===== src/rtl/cpu_ctrl_ws_pkg.sv =====
// Shared typedefs for the wait-state CPU control sequencer.
//   opcode_t : 3-bit instruction opcode
//   state_t  : 4-bit sequencer state (9 legal encodings, 9..15 illegal)
//   is_aluop : opcode reads an operand from memory and loads the accumulator
package cpu_ctrl_ws_pkg;

    typedef enum logic [2:0] {
        HLT = 3'd0,
        SKZ = 3'd1,
        ADD = 3'd2,
        AND = 3'd3,
        XOR = 3'd4,
        LDA = 3'd5,
        STO = 3'd6,
        JMP = 3'd7
    } opcode_t;

    typedef enum logic [3:0] {
        INST_ADDR  = 4'd0,
        INST_FETCH = 4'd1,
        INST_LOAD  = 4'd2,
        IDLE       = 4'd3,
        OP_ADDR    = 4'd4,
        OP_FETCH   = 4'd5,
        ALU_OP     = 4'd6,
        STORE      = 4'd7,
        HALTED     = 4'd8
    } state_t;

    localparam int WAIT_W = 4;

    function automatic logic is_aluop(input opcode_t op);
        return (op == ADD) || (op == AND) || (op == XOR) || (op == LDA);
    endfunction

endpackage


===== src/rtl/cpu_ctrl_ws_wait.sv =====
// ctrl_wait_timer: decides when a read-wait point may advance.
//   clk, rst_ : clock, async active-low reset
//   i start   : load the down-counter (state is entering a wait point)
//   i active  : sequencer currently sits in a wait point
//   i ready   : memory read data valid (ready mode)
//   i mode    : 0 = fixed WAIT_CYC countdown, 1 = ready handshake
//   o done    : the wait point may advance on the next edge
module ctrl_wait_timer
    import cpu_ctrl_ws_pkg::*;
#(
    parameter int WAIT_CYC = 0
) (
    input  logic clk,
    input  logic rst_,
    input  logic start,
    input  logic active,
    input  logic ready,
    input  logic mode,
    output logic done
);

    logic [WAIT_W-1:0] r_cnt;

    // Counter holds the number of extra cycles still owed in this wait point.
    always_ff @(posedge clk or negedge rst_) begin
        if (!rst_)
            r_cnt <= '0;
        else if (start)
            r_cnt <= WAIT_W'(WAIT_CYC);
        else if (active && (r_cnt != '0))
            r_cnt <= r_cnt - 1'b1;
    end

    assign done = mode ? ready : (r_cnt == '0);

endmodule


===== src/rtl/cpu_ctrl_ws.sv =====
// cpu_ctrl_ws: instruction sequencer with memory read wait states and halt.
//   clk, rst_        : clock, async active-low reset
//   opcode, zero     : current instruction and accumulator-zero flag
//   mem_ready        : read data valid (READY_MODE=1 only)
//   resume           : pulse that leaves HALTED
//   mem_rd..inc_pc   : datapath controls
//   halt, stall      : sequencer halted / holding on memory
//   instr_done       : pulse in STORE (the cycle before returning to INST_ADDR)
module cpu_ctrl_ws
    import cpu_ctrl_ws_pkg::*;
#(
    parameter int WAIT_CYC   = 0,
    parameter int READY_MODE = 0
) (
    input  logic    clk,
    input  logic    rst_,
    input  opcode_t opcode,
    input  logic    zero,
    input  logic    mem_ready,
    input  logic    resume,
    output logic    mem_rd,
    output logic    mem_wr,
    output logic    load_ir,
    output logic    load_ac,
    output logic    load_pc,
    output logic    inc_pc,
    output logic    halt,
    output logic    stall,
    output logic    instr_done
);

    state_t r_state;
    state_t w_next;
    logic   w_aluop;
    logic   w_wait_pt;
    logic   w_done;
    logic   w_stall;
    logic   w_start;

    assign w_aluop   = is_aluop(opcode);
    assign w_wait_pt = (r_state == INST_FETCH) || ((r_state == OP_FETCH) && w_aluop);
    assign w_stall   = w_wait_pt && !w_done;
    // Load the counter only on the edge that moves into a wait point, not while holding.
    assign w_start   = ((w_next == INST_FETCH) || ((w_next == OP_FETCH) && w_aluop))
                       && (w_next != r_state);

    ctrl_wait_timer #(.WAIT_CYC(WAIT_CYC)) u_wait (
        .clk    (clk),
        .rst_   (rst_),
        .start  (w_start),
        .active (w_wait_pt),
        .ready  (mem_ready),
        .mode   (READY_MODE != 0),
        .done   (w_done)
    );

    always_ff @(posedge clk or negedge rst_) begin
        if (!rst_)
            r_state <= INST_ADDR;
        else
            r_state <= w_next;
    end

    always_comb begin
        w_next = r_state;
        case (r_state)
            INST_ADDR:  w_next = INST_FETCH;
            INST_FETCH: w_next = w_stall ? INST_FETCH : INST_LOAD;
            INST_LOAD:  w_next = IDLE;
            IDLE:       w_next = OP_ADDR;
            OP_ADDR:    w_next = (opcode == HLT) ? HALTED : OP_FETCH;
            OP_FETCH:   w_next = w_stall ? OP_FETCH : ALU_OP;
            ALU_OP:     w_next = STORE;
            STORE:      w_next = INST_ADDR;
            HALTED:     w_next = resume ? OP_FETCH : HALTED;
            default:    w_next = INST_ADDR;
        endcase
    end

    always_comb begin
        mem_rd     = 1'b0;
        mem_wr     = 1'b0;
        load_ir    = 1'b0;
        load_ac    = 1'b0;
        load_pc    = 1'b0;
        inc_pc     = 1'b0;
        halt       = 1'b0;
        stall      = 1'b0;
        instr_done = 1'b0;
        case (r_state)
            INST_FETCH: begin
                mem_rd = 1'b1;
                stall  = w_stall;
            end
            INST_LOAD, IDLE: begin
                mem_rd  = 1'b1;
                load_ir = 1'b1;
            end
            OP_ADDR:  inc_pc = 1'b1;
            OP_FETCH: begin
                mem_rd = w_aluop;
                stall  = w_stall;
            end
            ALU_OP: begin
                mem_rd  = w_aluop;
                load_ac = w_aluop;
                inc_pc  = (opcode == SKZ) && zero;
                load_pc = (opcode == JMP);
            end
            STORE: begin
                mem_rd     = w_aluop;
                load_ac    = w_aluop;
                load_pc    = (opcode == JMP);
                inc_pc     = (opcode == JMP) || ((opcode == SKZ) && zero);
                mem_wr     = (opcode == STO);
                instr_done = 1'b1;
            end
            HALTED:   halt = 1'b1;
            default: ;
        endcase
    end

endmodule


===== config.mk =====
export PLATFORM = sky130hd
export DESIGN_NAME = cpu_ctrl_ws
export DESIGN_NICKNAME = d
export VERILOG_FILES = /design/src/rtl/cpu_ctrl_ws_pkg.sv /design/src/rtl/cpu_ctrl_ws_wait.sv /design/src/rtl/cpu_ctrl_ws.sv
export SDC_FILE = /design/constraint.sdc
export NUM_CORES = 1
export LEC_CHECK = 0
export CORE_MARGIN = 3
export CORE_UTILIZATION = 40
export CTS_CLUSTER_SIZE = 25
export DETAILED_ROUTE_END_ITERATION = 12
export HOLD_SLACK_MARGIN = 0.08
export PLACE_DENSITY = 0.71
export SYNTH_ARGS = -nofsm -noshare
export SYNTH_HDL_FRONTEND = slang
export SYNTH_SLANG_ARGS = --single-unit

===== constraint.sdc =====
create_clock -name clk -period 2.45 [get_ports clk]
set_input_delay 0.6125 -clock clk [delete_from_list [all_inputs] [get_ports clk]]
set_output_delay 0.6125 -clock clk [all_outputs]
set_load 0.02 [all_outputs]

# --- Word level (Yosys, flattened, before mapping) ---
# Cells that the tools add are included.
word_totals:
  in_bits: 8
  output_inout_bits: 9
  elab_cells: 60
  register_bits: 8
  memories: 0
  ramBits: 0
  latchBits: 0
  romBits: 0
classes:
  reduce_logical: 23
  n_shift: 0
  bitwise_logic: 0
  n_mul: 0
  muxes: 16
  magnitude_cmp: 0
  div: 0
  add_sub_neg: 1
  n_eq_ne: 18
ops:
  columns: ["cell", "count"]
  rows:
  - ["$pmux 4 s8", 1]
  - ["$eq 4x3->1 const B", 5]
  - ["$mux 4", 4]
  - ["$eq 3x3->1 const B", 4]
  - ["$eq 4x1->1 const B", 2]
  - ["$eq 4x2->1 const B", 2]
  - ["$logic_not 4->1", 2]
  - ["$mux 1", 7]
  - ["$eq 3x2->1 const B", 2]
  - ["$logic_and 1x1->1", 6]
  - ["$logic_or 1x1->1", 6]
  - ["$reduce_or 2->1", 3]
  - ["$reduce_or 3->1", 2]
  - ["$eq 4x4->1 const B", 1]
  - ["$mux 2", 2]
  - ["$ne 4x4->1", 1]
  - ["$reduce_bool 4->1", 1]
  - ["$sub 4x1->4 const B", 1]
  - ["$eq 3x1->1 const B", 1]
  - ["$logic_not 3->1", 1]
  - ["$pmux 1 s3", 1]
  - ["$pmux 1 s2", 1]
  - ["$reduce_bool 2->1", 1]
  - ["$logic_not 1->1", 1]

# --- Depth between registers and ports, before layout ---
logic_depth:
  depth_word: 14
  ltp_mapped: 6
  mapped_depth_nobuf: 6

# --- By module ---
# From an unflattened synthesis, not the netlist that was laid out.
hier_totals:
  hier_cells: 93
  area_unflattened_um2: 780.7
modules_own_cells:
  columns: ["module", "area_each_um2", "seq_area_each_um2", "n_inst", "cells_per_inst"]
  rows:
  - ["cpu_ctrl_ws", 524.3, 100.1, 1, 67]
  - ["ctrl_wait_timer", 256.5, 100.1, 1, 26]

# --- Least setup slack after synthesis ---
# OpenSTA, ideal clock, no wires.
synth_timing:
  kind: "reg-to-output"
  from: "register r_state[3]"
  to: "output mem_wr"
  setup_slack_ns: 0.365
  required_ns: 1.837
  t_arrival_ns: 1.472
  n_path_buf: 1
  path_stages_with_launch: 4
  cell_sequence: "dfrtp_1 buf_2 nand3b_1 nor4_1"
synth_between:
  elab_chain_cells: 2
synth_rtl:
  columns: ["item", "line", "source"]
  rows:
  - ["start: declaration", "cpu_ctrl_ws.sv:32", "state_t r_state;"]
  - ["start signal: assignment", "cpu_ctrl_ws.sv:61", "r_state <= w_next;"]
  - ["$eq 4x3->1", "cpu_ctrl_ws.sv:90", "case (r_state)"]
  - ["$mux 1", "cpu_ctrl_ws.sv:90", null]
  - ["end: declaration", "cpu_ctrl_ws.sv:22", "output logic mem_wr,"]
# Every way passes these cells.

# --- Worst setup path in the final report ---
layout_timing:
  from: "register r_state[2]"
  to: "output halt"
layout_between:
  elab_chain_cells: 2
layout_rtl:
  columns: ["item", "line", "source"]
  rows:
  - ["$eq 4x4->1", "cpu_ctrl_ws.sv:90", null]
  - ["$mux 1", "cpu_ctrl_ws.sv:90", null]
  - ["end: declaration", "cpu_ctrl_ws.sv:27", "output logic halt,"]
# Every way passes these cells.

==> impl_metrics.tcl <==
set metrics [dict create \
    cp-end-kind "output port" \
    cp_cell_sequence "buf_4, nand2b_1, nor3_1, clkdlybuf4s50_1" \
    grt_pass1_wl_microns 2697 \
    clkSinkCount 8 \
    clk-insertion-delay-late_ns 0.26 \
    leakagePower_nw 0.4182 \
    crit_buf_inv 2 \
    cp_max_fo 11 \
    drive_gt1_frac 0.3030 \
    synth_top_area_share 0.2842 \
    synth_seq_cells 8 \
    async_flop_share 1.000 \
    syn_nets 83 \
    r2r-start "u_wait.r_cnt[0]" \
    critPathMaxStageDelay_ns 0.62 \
    dr_total_vias 681 \
    fmax_mhz 422.7 \
    cap_violations 0 \
    wirelength_microns 1732 \
    htree_num_levels 1 \
    cts.clk_slew.worst_paths_ns 0.05 \
    cts_max_path_buffers 2 \
    p_sw_uw 398.3 \
    comb_power_share 0.675 \
    hold_end "u_wait.r_cnt[0]" \
    hold_depth 2 \
    nFillCells 131 \
    switching_share 0.4635 \
    slew_headroom 0.6141 \
    overflow 0 \
    yosysWarnings 0 \
    start_kind "flop" \
    start_util 0.4468 \
    syn_area_sq_um 704.4 \
    p_int_uw 461.1 \
    vdd_drop_max_uv 550.9 \
    yosys.area.top_type "dfrtp_1" \
    rows 14 \
    reg2reg_slack_ns 0.53 \
    power_uw 859.5 \
    synth_edf_count 0 \
    grt_max_degree 13 \
    detail_route.vias_per_cell 5.922 \
    drc 0 \
    clkPwrFrac 0.123 \
    hp-start "u_wait.r_cnt[0]" \
    core_area_sq_mm 0.001577 \
    critical-path-top-delay-family "buffers and inverters" \
    die_y_microns 47.97 \
    hpwl_microns 1318 \
    grt.total_usage 0.1702 \
    antenna_found_initial 0 \
    cts_root_buffer "clkbuf_4" \
    cts_tree "yes" \
    slowest_stage "clkdlybuf4s50_1" \
    grt_pass1_vias 575 \
    wl_per_cell_microns 15.06 \
    finalCriticalPeriod_ns 2.366 \
    final_hold_viol_count 0 \
    drtAntennaViolNets 0 \
    final_core_util 0.6143 \
    reg2reg_to "u_wait.r_cnt[2]" \
    synthToLayoutAreaGrowth_pct 37.48 \
    cts_buffers 3 \
    yosys-top-cells-area "dfrtp_1, a2111oi_4, xnor2_4" \
    required_ns 1.84 \
    gp_congestion 0.8469 \
    setup_violations 0 \
    io_pins 17 \
    finalClockSkew_ns 0.001821 \
    power_density_mw_per_mm2 887.5 \
    path_class "reg -> out" \
    syn_inst 73 \
    dr.pass1.iters 4 \
    worst_slew_pin_slew_ns 0.5771 \
    floorplan.die_area_sq_mm 0.002301 \
    first_iter_violations 36 \
    outcome "complete, no violations" \
    fin_ws_ns 0.08438 \
    synth_seq_area_share 0.2842 \
    final_nets 111 \
    synthFlopType "dfrtp_1" \
    antennaDiodeCount 0 \
    r2r.worst_path.cells 6 \
    cp_data_arrival_time_ns 1.75 \
    rsz0062_at_grt "no" \
    drv_slew 0 \
    dpl_worst_slack_ns -0.4680 \
    portBuffers 15 \
    synth.distinct_cells 35 \
    hp-class "reg -> reg" \
    syn_area_per_cell_sq_um 9.650 \
    power_frac_seq 0.202 \
    fin_crit_sh 0.9656 \
    dieWidth_microns 47.97 \
]
-- cells in the final DEF, fill, tap and decap left out, drive strengths merged --
| cell | synthesis | layout |
|---|---|---|
| a211o | 1 | 1 |
| a2111oi | 1 | 1 |
| a211oi | 3 | 3 |
| a32oi | 1 | 1 |
| nand2b | 3 | 3 |
| mux2 | 1 | 1 |
| clkdlybuf4s50 | 0 | 6 |
| or3 | 3 | 3 |
| or4bb | 1 | 1 |
| a21bo | 1 | 1 |
| dfrtp | 8 | 8 |
| nor3b | 3 | 3 |
| xnor2 | 4 | 4 |
| a21oi | 5 | 5 |
| ha | 2 | 2 |
| dlymetal6s2s | 0 | 2 |
| nand3 | 1 | 1 |
| o32ai | 3 | 3 |
| clkdlybuf4s15 | 0 | 1 |
| nand3b | 2 | 2 |
| nand2 | 2 | 2 |
| buf | 3 | 15 |
| a31oi | 3 | 3 |
| or2 | 1 | 1 |
| and2 | 1 | 1 |
| nor4 | 2 | 2 |
| inv | 4 | 4 |
| clkbuf | 1 | 3 |
| nor2 | 6 | 6 |
| or3b | 1 | 1 |
| o31a | 1 | 1 |
| nor3 | 4 | 4 |
| dlygate4sd2 | 0 | 3 |
| a2111o | 1 | 1 |
-- worst max-delay path by stage --
stage               start     end  slack (ns)  cells past startpoint
2_1_floorplan  r_state[3]  mem_wr        0.37                      3
3_3_place_gp    opcode[2]  inc_pc       -0.45                      6
3_5_place_dp    opcode[2]  mem_rd       -0.47                      5
4_1_cts         opcode[1]  mem_rd      -0.002                      5
5_1_grt        r_state[2]    halt       0.004                      4
6_report       r_state[2]    halt        0.08                      4
-- state kept, by name (all words and copies together), names as in the netlist --
signal and flops:
r_state 4, u_wait.r_cnt 4
-- worst reg2reg max path: stages, from the launching register on --
cell and delay [ns]:
dfrtp_1 0.41, inv_1 0.10, ha_1 0.16, nor3b_4 0.39
a21oi_1 0.13, a2111o_1 0.47, a32oi_1 0.19
-- metrics by stage --
step                instance area, sq um  hold WS (ns)  setup TNS, ns  instances
detailed placement                 939.7        0.5785         -2.224        112
CTS                                945.9        0.5935      -0.001952        115
global placement                   939.7        0.5738         -2.099        112
finish                             968.4        0.5950              0        115
floorplan                          704.4        0.3169              0         73
global route                       968.4        0.6199              0        115
-- power by group through the flow --
stage,clock network [mW],logic (mW),registers (mW)
after global routing,0.116,0.633,0.176
after floorplan,0,0.390,0.176
final,0.106,0.580,0.173
after global placement,0,0.584,0.176
after CTS,0.108,0.565,0.174
after detailed placement,0,0.582,0.176
-- cells by family (layout without fill, tap and decap cells) --
| group | Yosys count | count (layout) | synth area share |
|---|---|---|---|
| simple gates | 30 | 30 | 0.2682 |
| compound gates | 20 | 20 | 0.2629 |
| flops | 8 | 8 | 0.2842 |
| mux | 1 | 1 | 0.01598 |
| buf+inv | 8 | 34 | 0.05683 |
| fa+ha+maj | 2 | 2 | 0.03552 |
| xor+xnor | 4 | 4 | 0.07639 |
-- layer usage --
layer	GRT usage	up-vias	wire (microns)
met4	0.03226	0	5
met1	0.2597	313	828
met3	0.06767	2	124
met5	0	-	0
met2	0.2243	32	773
li1	-	334	-
-- final cells by class --
class | instances | area (sq um) | area share
Clock buffer | 3 | 22.52 | 0.02326
Sequential cell | 8 | 200.2 | 0.2067
Inverter | 4 | 15.01 | 0.01550
Timing Repair Buffer | 27 | 229.0 | 0.2364
Tap cell | 16 | 20.02 | 0.02067
Multi-Input combinational cell | 57 | 481.7 | 0.4974
-- Yosys cell counts (3+ instances only) --
master    number
o32ai_1        3
inv_1          4
a31oi_1        3
a21oi_1        5
nor3_1         4
dfrtp_1        8
xnor2_1        3
nor2_1         6
or3_1          3
nand2b_1       3
-- timing repair --
| item | CTS | global route |
|---|---|---|
| endpoints found under the setup margin | 6 | 6 |
| hold buffers | 0 | 0 |
| setup buffers | 0 | 0 |
| gates resized for setup | 19 | 5 |
| endpoints found under the hold margin | 0 | 0 |
| pin swaps | 2 | 3 |
| gates cloned | 0 | 0 |
(Power assumes the default switching activity.)
